--- config.mk ---
export PLATFORM = sky130hd
export DESIGN_NAME = rf_write_arbiter
export DESIGN_NICKNAME = d
export VERILOG_FILES = /design/src/rtl/rf_write_arbiter.sv
export SDC_FILE = /design/constraint.sdc
export NUM_CORES = 1
export LEC_CHECK = 0
export CAP_MARGIN = 20
export CORE_ASPECT_RATIO = 1.25
export CORE_MARGIN = 5
export CORE_UTILIZATION = 31
export CTS_CLUSTER_DIAMETER = 100
export DETAILED_ROUTE_END_ITERATION = 10
export PLACE_DENSITY_LB_ADDON = 0.12
export SLEW_MARGIN = 10
export SYNTH_ARGS = -nofsm -noshare
export SYNTH_HDL_FRONTEND = slang
export SYNTH_SLANG_ARGS = --single-unit
--- constraint.sdc ---
create_clock -name C -period 1.6 [get_ports C]
set_input_delay 0.32 -clock C [delete_from_list [all_inputs] [get_ports C]]
set_output_delay 0.32 -clock C [all_outputs]
set_load 0.005 [all_outputs]
--- src/rtl/rf_write_arbiter.sv ---
// Two-requester round-robin arbiter for the register-file write port.
// A winning IDLE edge registers gnt/load/wdata directly, so every output is a flop.
module rf_write_arbiter #(
  parameter int ADDR_W     = 5,
  parameter int DATA_W     = 32,
  parameter bit PROTECT_R0 = 1'b1,
  localparam int NREG      = 1 << ADDR_W
) (
  input  logic              C,
  input  logic              nR,
  input  logic              req0,
  input  logic [ADDR_W-1:0] addr0,
  input  logic [DATA_W-1:0] data0,
  input  logic              req1,
  input  logic [ADDR_W-1:0] addr1,
  input  logic [DATA_W-1:0] data1,
  output logic              gnt0,
  output logic              gnt1,
  output logic [NREG-1:0]   load,
  output logic [DATA_W-1:0] wdata,
  output logic              busy
);

  typedef enum logic {IDLE, WR} state_e;

  state_e              state_q, state_d;
  logic                rr_q, rr_d;
  logic                gnt0_q, gnt0_d;
  logic                gnt1_q, gnt1_d;
  logic                busy_q, busy_d;
  logic [NREG-1:0]     load_q, load_d;
  logic [DATA_W-1:0]   wdata_q, wdata_d;

  logic                win;
  logic [ADDR_W-1:0]   addr_sel;
  logic [DATA_W-1:0]   data_sel;
  logic [NREG-1:0]     dec;

  // Single requester wins outright; rr_q only breaks ties.
  assign win      = (req0 && req1) ? rr_q : req1;
  assign addr_sel = win ? addr1 : addr0;
  assign data_sel = win ? data1 : data0;

  genvar i;
  generate
    for (i = 0; i < NREG; i++) begin : g_dec
      if (i == 0 && PROTECT_R0) begin : g_r0
        assign dec[i] = 1'b0;
      end else begin : g_rn
        assign dec[i] = (addr_sel == ADDR_W'(i));
      end
    end
  endgenerate

  always_comb begin
    state_d = state_q;
    rr_d    = rr_q;
    gnt0_d  = 1'b0;
    gnt1_d  = 1'b0;
    busy_d  = 1'b0;
    load_d  = '0;
    wdata_d = '0;
    case (state_q)
      IDLE: begin
        if (req0 || req1) begin
          state_d = WR;
          rr_d    = ~win;
          gnt0_d  = ~win;
          gnt1_d  = win;
          busy_d  = 1'b1;
          load_d  = dec;
          wdata_d = data_sel;
        end
      end
      WR: state_d = IDLE;
      default: state_d = IDLE;
    endcase
  end

  always_ff @(posedge C or negedge nR) begin
    if (!nR) begin
      state_q <= IDLE;
      rr_q    <= 1'b0;
      gnt0_q  <= 1'b0;
      gnt1_q  <= 1'b0;
      busy_q  <= 1'b0;
      load_q  <= '0;
      wdata_q <= '0;
    end else begin
      state_q <= state_d;
      rr_q    <= rr_d;
      gnt0_q  <= gnt0_d;
      gnt1_q  <= gnt1_d;
      busy_q  <= busy_d;
      load_q  <= load_d;
      wdata_q <= wdata_d;
    end
  end

  assign gnt0  = gnt0_q;
  assign gnt1  = gnt1_q;
  assign busy  = busy_q;
  assign load  = load_q;
  assign wdata = wdata_q;

endmodule

======== Word-level counts from Yosys, hierarchy flattened ========
Index checks and enable logic that the tools add are counted.
word-level totals
  flip-flop bits (word level) ............. 69
  output and inout port bits .............. 67
operators by class
  eq/ne operators ......................... 31
  reduce and logical (&&, ||, !) cells .... 3
  multiplexer cells ....................... 14
  bitwise gates (word level) .............. 2
operators with widths
  operator                                              number
  two-way mux 32 bit                                    5
  equality test 5 bit (second input constant)           16
  equality test 5 x 4 -> 1 bit (second input constant)  8
  equality test 5 x 3 -> 1 bit (second input constant)  4
  equality test 5 x 2 -> 1 bit (second input constant)  2
  two-way mux 1 bit                                     7
  equality test 5 x 1 -> 1 bit (second input constant)  1
  two-way mux 5 bit                                     1
  NOT 1 bit                                             2
  one-hot mux 1 bit (2 select lines)                    1
  AND reduction 2 bit                                   1
  logical AND 1 bit                                     1
  logical OR 1 bit                                      1

======== Logic depth before layout (Yosys ltp) ========
Gate-level depths: netlist (run 1).
  depth after elaboration ................. 6
  depth in mapped cells ................... 6
  mapped depth without buffers ............ 4

======== Least setup slack after synthesis (run 1) ========
No wires, ideal clock.
  path kind ............................... reg-to-reg
  from .................................... register rr_q
  to ...................................... register load_q[2] (netlist: load[2])
  arrival ................................. 1.342 ns
  setup slack ............................. 0.177 ns
  stages on the path, launching flop included .. 6
  path buffers ............................ 1
  data required time ...................... 1.520 ns
  setup time .............................. 0.080 ns
  path through ............................ dfrtp_1 -> nand2b_1 -> buf_4 -> and3_4 -> a211o_4 -> nor3_2
between the ends
  longest elaborated chain between the ends .. 5
RTL lines
  element                       line  RTL
  from (decl)                   27    logic rr_q, rr_d;
  from (signal assigned)        91    rr_q <= rr_d;
  two-way mux 1 bit             40    assign win = (req0 && req1) ? rr_q : req1;
  two-way mux 5 bit             41    assign addr_sel = win ? addr1 : addr0;
  equality test 5 x 2 -> 1 bit  50    assign dec[i] = (addr_sel == ADDR_W'(i));
  two-way mux 32 bit            65    if (req0 || req1) begin
  two-way mux 32 bit            63    case (state_q)
  via load_d[2]                 31    logic [NREG-1:0] load_q, load_d;
  to (signal assigned)          95    load_q <= load_d;
  to (decl)                     31
The timed path passes the listed nets, and every way through them passes these cells.
A chain may end at the register's enable or synchronous reset.

======== Worst setup path after layout (run 1) ========
  from .................................... input port req1
  to ...................................... register load_q[22] (netlist: load[22])
between the ends
  longest elaborated chain between the ends .. 6
  elaborated cells between the ends (all ways) .. 7
  classes of those cells .................. eq/ne (1); mux (4); reduce/logical (2)
RTL lines
  element               line  RTL
  from (decl)           14    input logic req1,
  logical AND 1 bit     40
  two-way mux 1 bit     40
  two-way mux 5 bit     41
  equality test 5 bit   50
  two-way mux 32 bit *  65
  two-way mux 32 bit *  63
  via load_d[22]        31
Mark *: on every way through the listed nets, which the timed path passes. The rest lies on a longest branch.

==> results of run 1 <==
[cell families (layout without fill, tap and decap cells)]
kind of cell	count (synthesis)	after routing
AOI/OAI and AO/OA	53	53
buffers and inverters	14	187
other	1	1
and+or+nand+nor	54	54
DFF	67	67
[registers in the layout (all words and copies together) (netlist names)]
| name | count |
|---|---|
| busy | 1 |
| load | 31 |
| gnt0 | 1 |
| rr_q | 1 |
| gnt1 | 1 |
| wdata | 32 |
[where the power goes]
| group | switching, µW | total (µW) | internal, µW |
|---|---|---|---|
| registers | 35.2 | 1840 | 1810 |
| logic | 378 | 953 | 575 |
| clock network | 626 | 1710 | 1080 |
| total | 1040 | 4500 | 3460 |
[path summary, 6_finish.rpt]
| check | depth (start not counted) | start | slack [ns] | endpoint |
|---|---|---|---|---|
| min reg2reg | 2 | busy | 0.60 | busy |
| max | 8 | req1 | 0.03 | load[22] |
| min | 4 | req0 | 0.39 | busy |
| max reg2reg | 7 | rr_q | 0.09 | load[22] |
| min in group asynchronous | 3 | nR | 0.53 | wdata[24] |
| max in group asynchronous | 3 | nR | 0.78 | busy |
[layout by cell type, fill, tap and decap left out, types with 2 or more instances in the layout]
master,n
a21oi_2,2
o21ai_0,3
clkbuf_8,10
bufinv_16,3
clkdlybuf4s50_1,141
inv_1,2
buf_4,17
buf_6,3
o211ai_1,7
nand2_1,4
nor3_2,4
a22o_1,32
dfrtp_1,66
buf_12,4
nor3_1,6
nor2_1,24
nand2b_1,2
[layer usage]
| layer | track usage | vias to the layer above | routed length [µm] |
|---|---|---|---|
| met3 | 0.04150 | 4 | 462 |
| li1 | - | 1019 | - |
| met4 | 0.05362 | 0 | 67 |
| met1 | 0.1765 | 1028 | 3044 |
| met2 | 0.2748 | 80 | 4134 |
| met5 | 0 | - | 0 |
[synthesized netlist by cell type (2+ instances only)]
library cell and number:
o21ai_0 3, buf_4 3, inv_1 2, nand3_1 2, nand2b_1 3, a22o_1 32, nor3_2 2, a21oi_1 3
nor3_1 9, nor4b_2 2, dfrtp_1 67, buf_2 7, nor2_1 25, o211ai_1 7, nand2_1 4
[stage by stage]
step | power (µW) | utilization | hold slack [ns]
finish | 4500 | 0.5849 | 0.3858
global route | 4723 | 0.5849 | 0.4225
CTS | 4525 | 0.5707 | 0.5354
detailed placement | 2784 | 0.5362 | 0.3605
global placement | 2772 | 0.5362 | 0.3624
floorplan | 2175 | - | 0.02441
[tightest hold or removal path, stage by stage]
cell            delay, ns
dlymetal6s2s_1       0.12
buf_6                0.12
nor2_1               0.04
nor2_1               0.07
[area by class of cell]
cell class,count,area [µm²],share of cell area
Inverter,3,11.26,0.002456
Clock inverter,6,111.4,0.02429
Sequential cell,67,1678,0.3660
Multi-Input combinational cell,108,847.1,0.1848
Clock buffer,10,137.6,0.03002
Timing Repair Buffer,168,1680,0.3665
Tap cell,95,118.9,0.02593
[timing repair]
| action | in CTS | in global routing |
|---|---|---|
| hold buffers | 1 | 0 |
| endpoints found under the setup margin | 3 | 27 |
| endpoints found under the hold margin | 7 | 0 |
| setup buffers | 1 | 2 |
| gates resized for setup | 2 | 20 |
| pin swaps | 0 | 6 |
==> reports/results.tsv, run 1 <==
metric	value	unit
status	complete, no violations	
slowest library cell on the worst path	clkdlybuf4s50_1	
Core Rows	36	
post-synthesis mux area share	0	
area grow syn2layout	82.65	%
Post-Place Cells	437	
Post-Route WL	7709	µm
Worst Clk Skew	0.009500	ns
IO Pins	145	
Placement Cell Area	4203	µm²
critical path, cell by cell	clkdlybuf4s50_1 -> buf_6 -> buf_4 -> a21oi_2 -> buf_4 -> o211ai_1 -> buf_4 -> nor2_1	
# H-tree levels	3	
fillcell total	665	
vias per inst	4.663	
Synth async-reset ratio	1.000	
CTS Sinks	67	
fin crit period	1.567	ns
CP most frequent cell	buf_4	
Critical Path Start Type	input port	
via count	2131	
synth unique cells	33	
CP required	1.82	ns
dpl ws	-0.3757	ns
#FFs+latches synth	67	
gr ovfl total	0	
die span in y	110.6	µm
final setup violation count	0	
endpoint class of the critical path	flop	
CTS Buf Count	9	
total of max-cap violations	0	
Compound-Gate Fraction of Synth Area	0.1805	
sequential cell area fraction in the yosys report	0.6680	
drt drc	0	
Final Hold Fails	0	
Post-Synthesis Cells	189	
Post-synth EDFFs	0	
Final Max Slew Viols	0	
PortBufs	143	
CTS root buf	clkbuf_8	
area share of the leading cell type in the synthesized netlist	0.6680	
clock latency on the worst-skew pair	0.33	ns
share of cells above drive strength 1	0.1851	
Top FF cell, synth	dfrtp_1	
Layout Nets	435	
CP max stage delay	0.51	ns
CP Data Arrival Time	1.79	ns
number of diodes	0	
Die ar.	10010	µm²
worst hold path type	in2reg	
Worst Path Buf+Inv	5	
Mapped Avg Cell Area	13.28	µm²
Setup TNS	0	ns
largest net degree at the start of global routing	68	
Worst Slack Setup Final	0.03292	ns
critical path class	in2reg	
VDD IR max	0.7522	mV
initial antenna violation count	0	
clk buf depth	2	
vias in the first global route	2282	
fmax	638.1	MHz
main combinational cell family by area after synthesis	compound AO/OA/AOI/OAI gates	
Synthesized Nets	267	
Cell Count, Final, Fillers Out	457	
Synth Warn #	0	
post-route cell area	4584	µm²
Routed Antenna Nets	0	
Iteration-0 DRC Markers	42	
GRT Util Overall	0.1547	
Worst path top cell family by delay	buffers and inverters	
First-pass DRT Iterations	4	
fin crit share	0.9794	
top cells by area, synth	dfrtp_1 67%, a22o_1 11%, nor2_1 3.7%	
Die W	90.48	µm
adder-cell area share of the yosys netlist	0	
Post-DP HPWL	5930	µm
Initial Util	0.3202	
RSZ-0062 raised after global routing	true	
Routed WL per cell	16.87	µm
Post-Synth XOR/XNOR Area	0	
synthesized area	2510	µm²
CP max FO	6	
Clock Pin Slew Worst Setup and Hold Paths	0.07	ns
CORE AREA	7838	µm²
Leak Pwr	0.001988	µW
GP Congestion	0.7851	
first-pass GRT wire length	12270	µm
power density over cell area	981.7	nW/µm²
Synth area leader	dfrtp_1	
TritonCTS clock tree	built	
simple-gate area share of the yosys netlist	0.1181	
Note: power is estimated with default switching activity, not from simulation.
==> run 2, diff against run 1 <==
--- a/config.mk
+++ b/config.mk
@@ -5,7 +5,7 @@
 export SDC_FILE = /design/constraint.sdc
 export NUM_CORES = 1
 export LEC_CHECK = 0
-export CAP_MARGIN = 20
+export CAP_MARGIN = 30
 export CORE_ASPECT_RATIO = 1.25
 export CORE_MARGIN = 5
 export CORE_UTILIZATION = 31
==> results of run 2 <==
Final layout, timing and power as in run 1 (identical DEF).
==> edit, RTL diff (flow settings as in run 1) <==
Set the parameter `ADDR_W` to 4 (it was 5).
--- a/src/rtl/rf_write_arbiter.sv
+++ b/src/rtl/rf_write_arbiter.sv
@@ -2,5 +2,5 @@
 // A winning IDLE edge registers gnt/load/wdata directly, so every output is a flop.
 module rf_write_arbiter #(
-  parameter int ADDR_W     = 5,
+  parameter int ADDR_W     = 4,
   parameter int DATA_W     = 32,
   parameter bit PROTECT_R0 = 1'b1,
Interface: changed (resized addr0, addr1 and load); port bits go from 145 to 127. No check against the original RTL was run, so the function may have changed too.
==> edit against run 1 <==
  * The run now ends with hold timing left
  * Clock skew decreased by 0.0052 ns
  * Global-route usage decreased by 0.85 points
  * Sequential cell count decreased by 16
  * Register-to-register slack got worse by 0.09 ns
  * Wire length decreased by 29%
  * Area after synthesis decreased by 25%
  * Total power decreased by 36%
  * Combinational power decreased by 19%
  * Cell count decreased by 23%
  * Cell area decreased by 25%
  * Critical path type is now reg2reg
  * Setup slack got worse by 0.029 ns
  * Critical endpoint is now load[4]$_DFF_PN0_
  * Sequential share of layout area increased by 0.69 points
==> edit: results (changes against run 1) <==
[yosys]
synth_area_leaders = dfrtp_1, a22o_1, and3_1, buf_2, nor3_1
synthMuxAreaShare = 0.0227  ; +0.0227
ys_top_cells_by_count = dfrtp_1, a22o_1, and3_1
avgSynthCellArea_um2 = 14.0  ; +5.5%
yosysUniqueCellTypes = 24  ; -27%
syn_nets = 210  ; -21%
synth_compound_area_frac = 0.194  ; +0.0135

[cells_and_area]
drive_above_1_share = 0.111  ; -0.0744
fin_nets = 346  ; -20%
fillers = 504  ; -24%

[placement]
post-place-cells = 343  ; -22%
gp_congestion = 0.826  ; +5.2%
place_area_mm2 = 0.00330  ; -21%
dp_hpwl_um = 4190  ; -29%
io_buffers = 125  ; -13%

[routing]
routed_wl_um = 5510  ; -29%
met2_length_um = 2940  ; -29%
routedWlPerCell_um = 15.6  ; -7.5%
drtIter0Drc = 46  ; +9.5%
m1WireLength_um = 2020  ; -34%
num_vias = 1624  ; -24%
routed-wl-met3_um = 434  ; -6.1%

[global_routing]
grt_pass1_wl_um = 8770  ; -29%
grt_pass1_vias = 1677  ; -27%
grtUsageTotal = 0.146  ; -0.00855
grtUsageMet3 = 0.0437  ; +0.00218
grt_use_met1 = 0.165  ; -0.0110
use_met2 = 0.252  ; -0.0228

[run_status]
status = finished with violations
violations = hold timing

[power]
p_seq_frac = 0.494  ; +0.085
p_clk_frac = 0.240  ; -0.139
netSwitchingPower_mw = 0.691  ; -33%
worst_ir_drop_vdd_mv = 0.498  ; -34%
swShare = 0.239  ; +0.00805
p_leak_nw = 1.53  ; -23%

[min_path]
hold_class = in2async

[timing]
finalClockSkew_ns = 0.00426  ; -0.00524 ns
hold_viol = 2  ; +2
whs_ns = -0.000288  ; -0.386 ns

[clocking]
insertion_delay_ns = 0.29  ; -0.04 ns
h-tree-depth = 2  ; -1

[critical_path]
worstSetupStartpoint = rr_q$_DFFE_PN0P_
critPathMaxStageDelay_ns = 0.47  ; -0.04 ns
crit_slowest_cell = a2111o_1
crit_arrival_ns = 1.81  ; +0.02 ns
critical-path-top-delay-family = compound AO/OA/AOI/OAI gates

## edit: cell count changes in the layout (fill, tap and decap cells not counted), moves of 7 or more
cell,before,now
nor2_1,24,2
dfrtp_1,66,51
buf_4,17,9
o211ai_1,7,0
clkdlybuf4s50_1,141,122
and3_1,0,9
## edit: final timing paths
| check | end | slack, ns | cells after the start |
|---|---|---|---|
| min in group C | busy$_DFF_PN0_ | 0.36 | 3 |
| max | load[4]$_DFF_PN0_ | 0.004 | 4 |
| min reg2reg | rr_q$_DFFE_PN0P_ | 0.58 | 2 |
| max in group asynchronous | wdata[6]$_DFF_PN0_ | 1.07 | 2 |
| max reg2reg | load[4]$_DFF_PN0_ | 0.004 | 4 |
| min | wdata[16]$_DFF_PN0_ | -0.0003 | 1 |
## edit: cell type report
type                    instances  area share
repair buffers                137       0.403
flip-flops and latches         51       0.373
multi-input cells              73       0.168
well taps                      82      0.0300
clock buffers                   7      0.0223
inverters                       2     0.00219
clock inverters                 1     0.00146
